[src/rtl/odd_parity_frame_tx.sv]
// Serial frame transmitter: start bit, 4 data bits LSB first, supplied parity, stop bit(s).
// Flags a parity mismatch at handshake but always sends the parity it was given.
module odd_parity_frame_tx #(
  parameter int CLKS_PER_BIT = 4,
  parameter int STOP_BITS    = 1
) (
  input  logic       clk,
  input  logic       rst,
  input  logic [3:0] d_in,
  input  logic       p_in,
  input  logic       valid,
  output logic       ready,
  output logic       tx,
  output logic       busy,
  output logic       done,
  output logic       par_err
);

  localparam int CW = (CLKS_PER_BIT > 1) ? $clog2(CLKS_PER_BIT) : 1;
  localparam logic [CW-1:0] TMAX = CW'(CLKS_PER_BIT - 1);

  typedef enum logic [2:0] {IDLE, START, DATA, PARITY, STOP} state_t;

  state_t        state, next_state;
  logic [CW-1:0] timer;
  logic [1:0]    bit_idx;
  logic [3:0]    shift;
  logic          par_q;
  logic          stop_cnt;
  logic          bit_tick;
  logic          last_stop;
  logic          accept;

  assign bit_tick  = (timer == TMAX);
  assign last_stop = (STOP_BITS == 1) ? 1'b1 : stop_cnt;
  assign accept    = (state == IDLE) && valid;

  always_ff @(posedge clk) begin
    if (rst) state <= IDLE;
    else     state <= next_state;
  end

  always_comb begin
    next_state = state;
    case (state)
      IDLE:    if (valid)                         next_state = START;
      START:   if (bit_tick)                      next_state = DATA;
      DATA:    if (bit_tick && bit_idx == 2'd3)   next_state = PARITY;
      PARITY:  if (bit_tick)                      next_state = STOP;
      STOP:    if (bit_tick && last_stop)         next_state = IDLE;
      default:                                    next_state = IDLE;
    endcase
  end

  always_comb begin
    tx    = 1'b1;
    ready = 1'b0;
    done  = 1'b0;
    case (state)
      IDLE:    ready = 1'b1;
      START:   tx    = 1'b0;
      DATA:    tx    = shift[0];
      PARITY:  tx    = par_q;
      STOP:    done  = bit_tick && last_stop;
      default: ready = 1'b0;
    endcase
  end

  assign busy = ~ready;

  // Timer and bit counters are held clear in IDLE so every frame starts from zero.
  always_ff @(posedge clk) begin
    if (rst) begin
      timer    <= '0;
      bit_idx  <= '0;
      stop_cnt <= 1'b0;
      shift    <= '0;
      par_q    <= 1'b0;
      par_err  <= 1'b0;
    end else begin
      par_err <= 1'b0;
      if (state == IDLE) begin
        timer    <= '0;
        bit_idx  <= '0;
        stop_cnt <= 1'b0;
        if (accept) begin
          shift   <= d_in;
          par_q   <= p_in;
          // mismatch when p_in differs from ~^d_in, i.e. equals ^d_in
          par_err <= (p_in == ^d_in);
        end
      end else begin
        timer <= bit_tick ? '0 : timer + 1'b1;
        if (bit_tick) begin
          if (state == DATA) begin
            shift   <= {1'b0, shift[3:1]};
            bit_idx <= bit_idx + 2'd1;
          end
          if (state == STOP) stop_cnt <= ~stop_cnt;
        end
      end
    end
  end

endmodule
[config.mk]
export PLATFORM = sky130hd
export DESIGN_NAME = odd_parity_frame_tx
export DESIGN_NICKNAME = d
export VERILOG_FILES = /design/src/rtl/odd_parity_frame_tx.sv
export SDC_FILE = /design/constraint.sdc
export NUM_CORES = 1
export LEC_CHECK = 0
export CAP_MARGIN = 20
export CORE_AREA = 2 2 40 42
export DETAILED_ROUTE_END_ITERATION = 16
export DIE_AREA = 0 0 42 44
export DONT_BUFFER_PORTS = 1
export PLACE_DENSITY = 0.65
export SYNTH_ARGS = -nofsm -noshare
export SYNTH_HDL_FRONTEND = slang
export SYNTH_SLANG_ARGS = --single-unit
[constraint.sdc]
create_clock -name clk -period 3.7 [get_ports clk]
set_clock_uncertainty 0.15 [all_clocks]
set_input_delay 0.37 -clock clk [delete_from_list [all_inputs] [get_ports clk]]
set_output_delay 0.37 -clock clk [all_outputs]
set_load 0.05 [all_outputs]
### Word level (Yosys, flattened, before mapping)

Index checks and enable logic that the tools add are counted.

* bits in registers: 13
* input port bits: 8
* output and inout port bits: 5
* word-level logic and storage cells: 50

* add/sub/neg operators: 2
* eq/ne operators: 13
* multiplexer cells: 13
* bitwise operators: 3
* reductions and logical operators: 13

Operators by type and width (number)
* $mux 4: 4
* $mux 3: 5
* $pmux 3 s5: 1
* $ne 2x2->1 const B: 6
* $eq 3x2->1 const B: 2
* $reduce_or 3->1: 2
* $reduce_and 5->1: 1
* $add 2x1->2 const B: 2
* $eq 2x2->1 const B: 2
* $reduce_and 2->1: 2
* $reduce_bool 2->1: 2
* $reduce_xor 4->1: 1
* $eq 3x1->1 const B: 1
* $eq 3x3->1 const B: 1
* $logic_not 3->1: 1
* $not 1->1: 3
* $pmux 1 s3: 1
* $reduce_and 3->1: 1
* $logic_and 1x1->1: 2
* $mux 1: 2
* $reduce_or 2->1: 1
* $eq 1x1->1: 1

### Depth between registers and ports, before layout

Gate-level depths: netlist (run 1).

* depth after elaboration: 4
* depth in mapped cells: 5
* gate-level depth less buffers: 4

### Least setup slack after synthesis (run 1)

OpenSTA, ideal clock, no wires.

* kind: reg-to-output
* from: register timer[0]
* to: output port done
* arrival time: 2.290 ns
* required time: 3.180 ns
* slack: 0.890 ns
* stages on the path, launching flop included: 4
* path buffers: 1
* path through: dfxtp_1 -> ha_1 -> buf_2 -> nor4bb_1

* longest elaborated chain between the ends: 2

RTL lines
* start, declared: line 25 `logic [CW-1:0] timer;`
* start signal, assigned: line 93 `timer <= bit_tick ? '0 : timer + 1'b1;`
* $eq 2x2->1: line 34 `assign bit_tick = (timer == TMAX);`
* $mux 1: line 59 `case (state)`
* end, declared: line 15 `output logic done,`

No other way between the ends.

### Worst setup path after layout (run 1)

* from: register state[0]
* to: output port busy

* longest elaborated chain between the ends: 3

RTL lines
* start, declared: line 24 `state_t state, next_state;`
* start signal, assigned: line 40 `else state <= next_state;`
* $logic_not 3->1: line 59
* $mux 1: line 59
* named net ready: line 12 `output logic ready,`
* $not 1->1: line 69 `assign busy = ~ready;`
* end, declared: line 14 `output logic busy,`

The timed path passes the listed nets, and every way through them passes these cells.

==> metrics.csv, run 1 <==
stage,metric,value,unit
job,drv_cap,0,
synth,synth_flop_cell,dfxtp_1,
pwr,p_leak,0.000272,µW
worst_setup_path,cp_max_fo,11,
detailed_routing,ant_nets,0,
hold_path,hold_class,in -> reg,
timing,relSlewSlack,54.2,%
synth,syn_area_per_cell,9.70,µm²
synth,synthMostInstantiatedCell,dfxtp_1,
pwr,clock_power_share,31.1,%
pwr,pwr-share-comb,14.1,%
timing,max_freq,410,MHz
synth,ys_top_cells_by_count,"dfxtp_1, a21oi_1, inv_1, buf_6, nor2_1",
synth,syn_nets,83,
synth,netlist_area,708,µm²
detailed_routing,wire_per_inst,14.2,µm
clock_tree,ctsResizeCount,0,
pwr,powerDensity,382,nW/µm²
synth,synthAdderAreaFrac,3.53,%
clock_tree,clockBufferDepth,2,
pwr,p_seq_share,54.7,%
worst_setup_path,cp.required,3.18,ns
synth,synth_top_family_by_area,simple AND/OR/NAND/NOR gates,
clock_tree,clkSinkCount,13,
global_routing,antenna_found_initial,0,
synth,synth_top_area_share,36.7,%
timing,setup_viol,0,
worst_setup_path,critical_path_class,reg -> out,
timing,post-route-period-util,65.9,%
detailed_routing,vias_per_cell,6.17,
detailed_routing,dr.first_iter.drc_count,13,
clock_tree,cts_tree,done,
global_routing,grt_pass1_vias,446,
global_routing,grt_pass1_wl,2.11,mm
synth,synth-seq-area-share,36.7,%
clock_tree,clk_pin_slew_worst_paths,0.08,ns
synth,synth-simple-area-share,20.1,%
timing,tightest_slew,0.686,ns
synth,synthCells,73,
synth,netlist_top_cells_area,"dfxtp_1, buf_6, a21oi_1, a32o_1, nand4b_1",
floorplanning,start_util,49.9,%
clock_tree,htreeDepth,1,
synth,synth_compound_area_share,19.4,%
synth,async_flop_share,0,%
synth,synthXorXnorAreaFrac,6.89,%
synth,muxShareOfSynthArea,3.00,%
placement,portBuffers,0,
timing,drv_slew,0,
detailed_routing,via_count,555,
floorplanning,die_w,42,µm
placement,dp_hpwl,854,µm
finish,diodes,0,
finish,drive_above_1_share,10.8,%
finish,register_area,260,µm²
detailed_routing,drcViolationCount,0,
synth,synth-seq-cells,13,
clock_tree,insertion_delay,0.28,ns
pwr,p_sw_share,27.0,%
synth,yosys.area.top_type,dfxtp_1,
synth,yosysWarnings,0,
timing,final_hold_viol_count,0,
detailed_routing,dr.pass1.iters,4,
floorplanning,die-area,1850,µm²
floorplanning,io_pins,13,
floorplanning,core_area,1420,µm²
timing,fin_setup_tns,0,ns
run_status,status,completed,
finish,area_delta_synth_final,3.71,%
pwr,p_int,205,µW
placement,placed_area,688,µm²
pwr,vdd_drop_max,0.234,mV
finish,multiInputGateArea,382,µm²
placement,gp_routability_congestion,0.680,
clock_tree,postCtsSetupBuffers,0,
synth,synth_edf_count,0,
timing,rsz0062_at_grt,no,
floorplanning,die_h,44,µm
worst_setup_path,endpoint_kind,output port,
clock_tree,root_buffer,clkbuf_4,
pwr,p_sw,75.8,µW
timing,fin_crit,2.44,ns
synth,synth_cell_types,33,
clock_tree,numCtsBuffers,3,
finish,stdcell_area,734,µm²
global_routing,grt_usage,16.1,%
worst_setup_path,crit_arrival,1.92,ns
finish,fill_cells,127,
detailed_routing,routed_wl,1.28,mm
global_routing,overflow,0,
global_routing,grt_max_degree,22,
finish,nets,85,
worst_setup_path,start_kind,flop,
floorplanning,fp-row-count,14,
## final timing paths
| kind | slack [ns] | cells past startpoint | endpoint | from |
|---|---|---|---|---|
| worst min-delay path | 0.004 | 1 | state[2]$_SDFFE_PP0P_ | rst |
| worst min register to register | 0.28 | 1 | timer[0]$_SDFF_PP0_ | timer[0]$_SDFF_PP0_ |
| worst max register to register | 1.98 | 3 | shift[2]$_SDFFE_PP0P_ | state[1]$_SDFFE_PP0P_ |
| worst max-delay path | 1.26 | 3 | busy | state[0]$_SDFFE_PP0P_ |
## cell type report
class | instances | share of cell area, %
flip-flops and latches | 13 | 35.4
well taps | 16 | 2.73
inverters | 5 | 2.56
repair buffers | 3 | 3.75
clock buffers | 4 | 3.58
multi-input cells | 49 | 52.0
## cells in the final DEF, fill, tap and decap left out, drive strengths merged, types with 2 or more instances in the layout
cell type and count:
nor2 6, a211oi 3, dlygate4sd3 2, clkbuf 4, dfxtp 13, o21ai 2
a21oi 8, nand4b 3, nor4b 2, a32o 3, xnor2 2, inv 5
ha 2
## power groups by stage
stage / Combinational, µW / Clock (µW) / Sequential (µW)
after global placement: 37.5 / 0 / 157
final: 39.7 / 87.4 / 154
after detailed placement: 37.5 / 0 / 157
after global routing: 43.8 / 93.7 / 155
after floorplan: 37.8 / 0 / 155
after CTS: 39.0 / 89.1 / 154
## timing repair
item / CTS / global route
endpoints found under the setup margin: 0 / 0
hold endpoints to repair: 2 / 2
hold buffers: 1 / 1
## metal layers
layer / global-route usage [%] / vias up / part of all wire, % / wire (µm)
met5: 0 / - / 0 / 0
met4: 11.6 / 0 / 2.7 / 34
met3: 2.92 / 5 / 4.8 / 62
met2: 24.4 / 15 / 46 / 586
met1: 20.7 / 260 / 47 / 596
li1: - / 275 / - / -
## cell families (layout without fill, tap and decap cells)
logic type,count (synthesis),count (layout)
AO/OA/AOI/OAI,20,20
XOR/XNOR,4,4
adder cells (fa/ha/maj),2,2
buffers and inverters,11,12
flip-flops,13,13
multiplexers,2,2
AND/OR/NAND/NOR,21,21
## stage by stage
stage | hold WS [ns] | power [µW] | worst slack, ns | instances | utilization (%)
2_1_floorplan | 0.257 | 192 | 0.890 | 73 | -
3_3_place_gp | 0.264 | 194 | 1.57 | 84 | 48.5
3_5_place_dp | 0.275 | 195 | 1.56 | 84 | 48.5
4_1_cts | 0.000410 | 282 | 1.26 | 89 | 51.1
5_1_grt | 0.00146 | 292 | 1.15 | 90 | 51.8
6_report | 0.00358 | 281 | 1.26 | 90 | 51.8
## registers in the layout (all words and copies together), names as in the netlist
signal / flops
state: 3
timer: 2
par_err: 1
bit_idx: 2
par_q: 1
shift: 4
## critical path: stages (launching register included)
cell and delay [ns]:
dfxtp_1 0.41, or2_1 0.29, nor2_2 0.53, inv_1 0.41
No activity file was read; power rests on OpenSTA's default activity.
==> run 2, diff against run 1 <==
- PLACE_DENSITY: 0.65 -> 0.68
- clock period: 3.7 -> 2 ns (I/O delays scaled with it)
==> metrics.csv, run 2 (synthesis gave the netlist of run 1 again) <==
stage,metric,value,unit,change
run_status,status,completed,,unchanged
worst_setup_path,slowest_stage,ha_1,,was nor2_2
floorplanning,fp-row-count,14,,unchanged
clock_tree,clockBufferDepth,2,,unchanged
global_routing,grt_max_degree,14,,was 22
finish,layout_commonest_cell,dfxtp_1,,unchanged
hold_path,timing.hold.worst_endpoint,shift[1]$_SDFFE_PP0P_,,was state[2]$_SDFFE_PP0P_
floorplanning,start_util,49.9,%,unchanged
timing,post-route-period-util,95.0,%,
detailed_routing,vias_per_cell,5.80,,was 6.17
floorplanning,die_w,42,µm,unchanged
clock_tree,cts_tree,done,,unchanged
global_routing,grt_usage,15.8,%,was 16.1%
finish,diodes,0,,unchanged
timing,fin_setup_tns,0,ns,unchanged
detailed_routing,ant_nets,0,,unchanged
finish,top_register,shift,,unchanged
floorplanning,core_area,1420,µm²,unchanged
worst_setup_path,timing.rr.end,shift[3]$_SDFFE_PP0P_,,was shift[2]$_SDFFE_PP0P_
placement,portBuffers,0,,unchanged
hold_path,min_from,d_in[1],,was rst
pwr,powerDensity,668,nW/µm²,was 382 nW/µm²
placement,dp_cells,88,,was 84
clock_tree,clk_pin_slew_worst_paths,0.08,ns,about the same
clock_tree,root_buffer,clkbuf_4,,unchanged
clock_tree,clkSinkCount,13,,unchanged
worst_setup_path,worstSetupStartpoint,timer[0]$_SDFF_PP0_,,was state[0]$_SDFFE_PP0P_
detailed_routing,dr.first_iter.drc_count,10,,was 13
clock_tree,numCtsBuffers,3,,unchanged
placement,place_ws,0.383,ns,was 1.56 ns
finish,layout_common_cells,"dfxtp_1, a21oi_1, inv_1, buf_4",,"was dfxtp_1, a21oi_1, inv_1"
detailed_routing,via_count,557,,was 555
global_routing,antenna_found_initial,0,,unchanged
finish,stdcell_count,96,,was 90
global_routing,overflow,0,,unchanged
detailed_routing,drcViolationCount,0,,unchanged
placement,placed_area,727,µm²,was 688 µm²
clock_tree,htreeDepth,1,,unchanged
worst_setup_path,start_kind,flop,,unchanged
detailed_routing,dr.pass1.iters,4,,unchanged
floorplanning,die-area,1850,µm²,unchanged
hold_path,hold_class,in -> reg,,unchanged
worst_setup_path,r2r_setup_slack,0.14,ns,was 1.98 ns
global_routing,grt_pass1_wl,2.19,mm,was 2.11 mm
finish,drive_above_1_share,15.0,%,was 10.8%
clock_tree,ctsResizeCount,0,,unchanged
worst_setup_path,worst_r2r_startpoint,state[1]$_SDFFE_PP0P_,,unchanged
hold_path,whs_path_depth,3,,was 1
timing,drv_slew,0,,unchanged
detailed_routing,wire_per_inst,13.7,µm,was 14.2 µm
pwr,vdd_drop_max,0.455,mV,was 0.234 mV
finish,area_delta_synth_final,12.0,%,was 3.71%
clock_tree,postCtsSetupBuffers,0,,unchanged
placement,gp_routability_congestion,0.650,,was 0.680
timing,fin_ws,0.101,ns,was 1.26 ns
finish,largestRegisters,"shift: 4 flops, state: 3 flops",,unchanged
timing,relSlewSlack,64.0,%,was 54.2%
worst_setup_path,cpPeakStageDelay,0.37,ns,was 0.53 ns
global_routing,grt_pass1_vias,510,,was 446
worst_setup_path,endpoint_kind,output port,,unchanged
worst_setup_path,reg2reg_depth,4,,was 3
timing,final_hold_viol_count,0,,unchanged
worst_setup_path,critical_path_class,reg -> out,,unchanged
job,drv_cap,0,,unchanged
pwr,p_leak,0.000300,µW,was 0.000272 µW
finish,nets,91,,was 85
timing,tightest_slew,0.541,ns,was 0.686 ns
detailed_routing,routed_wl,1.31,mm,was 1.28 mm
finish,stdcell_area,793,µm²,was 734 µm²
worst_setup_path,cp_max_fo,10,,was 11
timing,setup_viol,0,,unchanged
timing,rsz0062_at_grt,no,,unchanged
timing,max_freq,527,MHz,
clock_tree,insertion_delay,0.27,ns,was 0.28 ns
finish,largest_reg_flops,4,,unchanged
worst_setup_path,crit_chain,"ha_1, nor4bb_4, buf_4",,"was or2_1, nor2_2, inv_1"
timing,fin_crit,1.90,ns,
floorplanning,io_pins,13,,unchanged
placement,dp_hpwl,935,µm,was 854 µm
floorplanning,die_h,44,µm,unchanged
worst_setup_path,cp.required,1.65,ns,was 3.18 ns
worst_setup_path,crit_arrival,1.55,ns,was 1.92 ns
## run 2: worst max path at each step
stage               cells past startpoint               endpoint  slack, ns
finish                                  3                   done       0.10
global route                            3                   done      0.002
CTS                                     3                   done       0.07
detailed placement                      4  state[2]$_SDFFE_PP0P_       0.38
global placement                        4  state[2]$_SDFFE_PP0P_       0.40
floorplan                               4                   busy       0.10
## run 2: area by class of cell
cell class              instances  area [µm²]
multi-input cells              49         390
fillers                       130         626
inverters                       5        18.8
flip-flops and latches         13         260
repair buffers                  9        77.6
clock buffers                   4        26.3
well taps                      16        20.0
## run 2: critical path, delay by kind of cell, from the launching register on
| family | cells | cell delay (ns) |
|---|---|---|
| DFF | 1 | 0.34 |
| adders and majority gates | 1 | 0.37 |
| and+or+nand+nor | 1 | 0.34 |
| buffers and inverters | 1 | 0.23 |
## run 2: power breakdown
part	switching [µW]	total, µW	internal, µW
sequential	14.7	285	271
clock	83.3	160	77.1
combinational	46.2	84.1	37.8
## run 2: stage by stage
stage	total power (µW)	hold slack (ns)	utilization, %
after global routing	557	0.0968	55.9
after CTS	537	0.0814	55.9
final	530	0.0853	55.9
after detailed placement	365	0.123	51.2
after global placement	364	0.121	51.2
after floorplan	357	0.127	-
## run 2: layer usage
| metal | routed length [µm] | up-vias | global-route usage (%) | share of wire (%) |
|---|---|---|---|---|
| li1 | - | 285 | - | - |
| met1 | 621 | 260 | 21.2 | 47 |
| met2 | 612 | 10 | 23.8 | 47 |
| met3 | 68 | 2 | 3.75 | 5.2 |
| met4 | 9 | 0 | 7.74 | 0.69 |
| met5 | 0 | - | 0 | 0 |
## run 2: repair_timing
| item | CTS | global route |
|---|---|---|
| endpoints found under the hold margin | 13 | 0 |
| hold buffers | 4 | 0 |
| setup endpoints to repair | 0 | 0 |
==> run 3, diff against run 2 <==
- CELL_PAD_IN_SITES_DETAIL_PLACEMENT: unset -> 0
- CELL_PAD_IN_SITES_GLOBAL_PLACEMENT: unset -> 1
- CORE_AREA: 2 2 40 42 -> 2 2 46 48
- DIE_AREA: 0 0 42 44 -> 0 0 48 50
- PLACE_DENSITY: 0.68 -> unset
- PLACE_DENSITY_LB_ADDON: unset -> 0.12
- SLEW_MARGIN: unset -> 20
==> metrics.csv, run 3 (synthesis gave the netlist of run 1 again) <==
stage,metric,value,unit,change
timing,drv_slew,0,,unchanged
timing,fin_setup_tns,0,ns,unchanged
detailed_routing,wire_per_inst,13.8,µm,was 13.7 µm
clock_tree,cts_tree,done,,unchanged
pwr,vdd_drop_max,0.367,mV,was 0.455 mV
worst_setup_path,start_kind,flop,,unchanged
placement,gp_routability_congestion,0.667,,was 0.650
finish,layout_commonest_cell,dfxtp_1,,unchanged
pwr,p_leak,0.000299,µW,was 0.000300 µW
detailed_routing,dr.first_iter.drc_count,13,,was 10
hold_path,hold_class,in -> reg,,unchanged
detailed_routing,top_layer,met4,,unchanged
global_routing,grt_pass1_vias,543,,was 510
finish,area_delta_synth_final,14.5,%,was 12.0%
finish,fill_cells,201,,was 130
detailed_routing,ant_nets,0,,unchanged
clock_tree,clkSinkCount,13,,unchanged
run_status,status,completed,,unchanged
worst_setup_path,cp.required,1.65,ns,about the same
clock_tree,root_buffer,clkbuf_4,,unchanged
floorplanning,io_pins,13,,unchanged
clock_tree,insertion_delay,0.29,ns,was 0.27 ns
floorplanning,start_util,37.2,%,was 49.9%
placement,portBuffers,0,,unchanged
worst_setup_path,slowest_stage,dfxtp_1,,was ha_1
global_routing,grt_max_degree,16,,was 14
timing,fin_crit,1.86,ns,was 1.90 ns
finish,largestRegisters,"shift: 4 flops, state: 3 flops",,unchanged
timing,rsz0062_at_grt,no,,unchanged
global_routing,antenna_found_initial,0,,unchanged
detailed_routing,drt-met1-wl,793,µm,was 621 µm
worst_setup_path,critical_path_class,reg -> out,,unchanged
worst_setup_path,cpPeakStageDelay,0.35,ns,was 0.37 ns
detailed_routing,vias_per_cell,5.22,,was 5.80
placement,dp_hpwl,971,µm,was 935 µm
job,drv_cap,0,,unchanged
timing,max_freq,538,MHz,was 527 MHz
placement,dp_cells,99,,was 88
floorplanning,fp-row-count,16,,was 14
detailed_routing,via_count,559,,was 557
detailed_routing,drcViolationCount,0,,unchanged
timing,relSlewSlack,63.7,%,was 64.0%
finish,layout_common_cells,"dfxtp_1, a21oi_1, inv_1, buf_4",,unchanged
global_routing,overflow,0,,unchanged
clock_tree,htreeDepth,1,,unchanged
detailed_routing,routed_wl,1.48,mm,was 1.31 mm
finish,largest_reg_flops,4,,unchanged
clock_tree,clk_pin_slew_worst_paths,0.10,ns,was 0.08 ns
detailed_routing,met3_length,47,µm,was 68 µm
global_routing,grt_pass1_wl,2.50,mm,was 2.19 mm
worst_setup_path,endpoint_kind,output port,,unchanged
finish,nets,91,,unchanged
floorplanning,die_h,50,µm,was 44 µm
detailed_routing,dr_wl_met2,608,µm,was 612 µm
detailed_routing,dr.pass1.iters,4,,unchanged
timing,tightest_slew,0.546,ns,was 0.541 ns
finish,top_register,shift,,unchanged
floorplanning,die-area,2400,µm²,was 1850 µm²
clock_tree,numCtsBuffers,3,,unchanged
finish,drive_above_1_share,17.5,%,was 15.0%
worst_setup_path,path_delay_family,flip-flops,,was adder cells
worst_setup_path,worst-path-buf-inv,1,,unchanged
timing,setup_viol,0,,unchanged
finish,stdcell_count,107,,was 96
worst_setup_path,cp_max_fo,15,,was 10
worst_setup_path,crit_arrival,1.51,ns,was 1.55 ns
floorplanning,die_w,48,µm,was 42 µm
worst_setup_path,crit_chain,"ha_2, nor4bb_4, buf_4",,"was ha_1, nor4bb_4, buf_4"
clock_tree,postCtsSetupBuffers,0,,unchanged
clock_tree,clockBufferDepth,2,,unchanged
global_routing,grt_usage,14.6,%,was 15.8%
floorplanning,core_area,1900,µm²,was 1420 µm²
finish,diodes,0,,unchanged
timing,final_hold_viol_count,0,,unchanged
pwr,powerDensity,679,nW/µm²,was 668 nW/µm²
timing,post-route-period-util,92.9,%,was 95.0%
run 3: cell counts in the layout (fill, tap and decap cells not counted):
No cell type changed its count.
run 3: stage by stage:
stage	total power, µW	util, %	worst slack, ns	hold slack, ns	area (µm²)
3_3_place_gp	366	38.9	0.314	0.122	741
2_1_floorplan	357	-	0.103	0.127	723
4_1_cts	549	42.6	0.0190	0.0710	810
3_5_place_dp	366	38.9	0.292	0.124	741
5_1_grt	576	42.6	0.0536	0.101	811
6_report	551	42.6	0.143	0.0599	811
run 3: repair_timing:
item / 4_1_cts / 5_1_grt
endpoints found under the hold margin: 13 / 0
hold buffers: 4 / 0
endpoints found under the setup margin: 1 / 1
resized for setup: 1 / 1
run 3: layout make-up:
class,count,area [µm²],area share (%)
multi-input cells,49,393,48.5
well taps,27,33.8,4.17
repair buffers,9,77.6,9.57
inverters,5,18.8,2.31
clock buffers,4,26.3,3.24
flip-flops and latches,13,262,32.3
run 3: power breakdown:
group	leakage [µW]	internal, µW	switching [µW]
sequential	0.000107	271	14.7
clock	0.0000150	77.4	103
combinational	0.000177	37.9	47.4
run 3: path summary, 6_finish.rpt:
path / cells after the start / slack, ns / to / from
setup / recovery: 3 / 0.14 / done / timer[0]$_SDFF_PP0_
setup reg to reg: 4 / 0.49 / state[0]$_SDFFE_PP0P_ / state[1]$_SDFFE_PP0P_
hold / removal: 3 / 0.06 / shift[1]$_SDFFE_PP0P_ / d_in[1]
hold reg to reg: 1 / 0.29 / timer[0]$_SDFF_PP0_ / timer[0]$_SDFF_PP0_
run 3: worst reg2reg max path, stage by stage (launching register included):
cell       delay (ns)
dfxtp_2          0.51
buf_4            0.20
and2b_1          0.18
a311oi_1         0.22
a2111oi_0        0.10
run 3: routing by layer:
layer | GRT usage [%] | vias up
met5 | 0 | -
met4 | 6.76 | 0
met3 | 3.30 | 4
met2 | 19.6 | 12
met1 | 21.4 | 257
li1 | - | 286
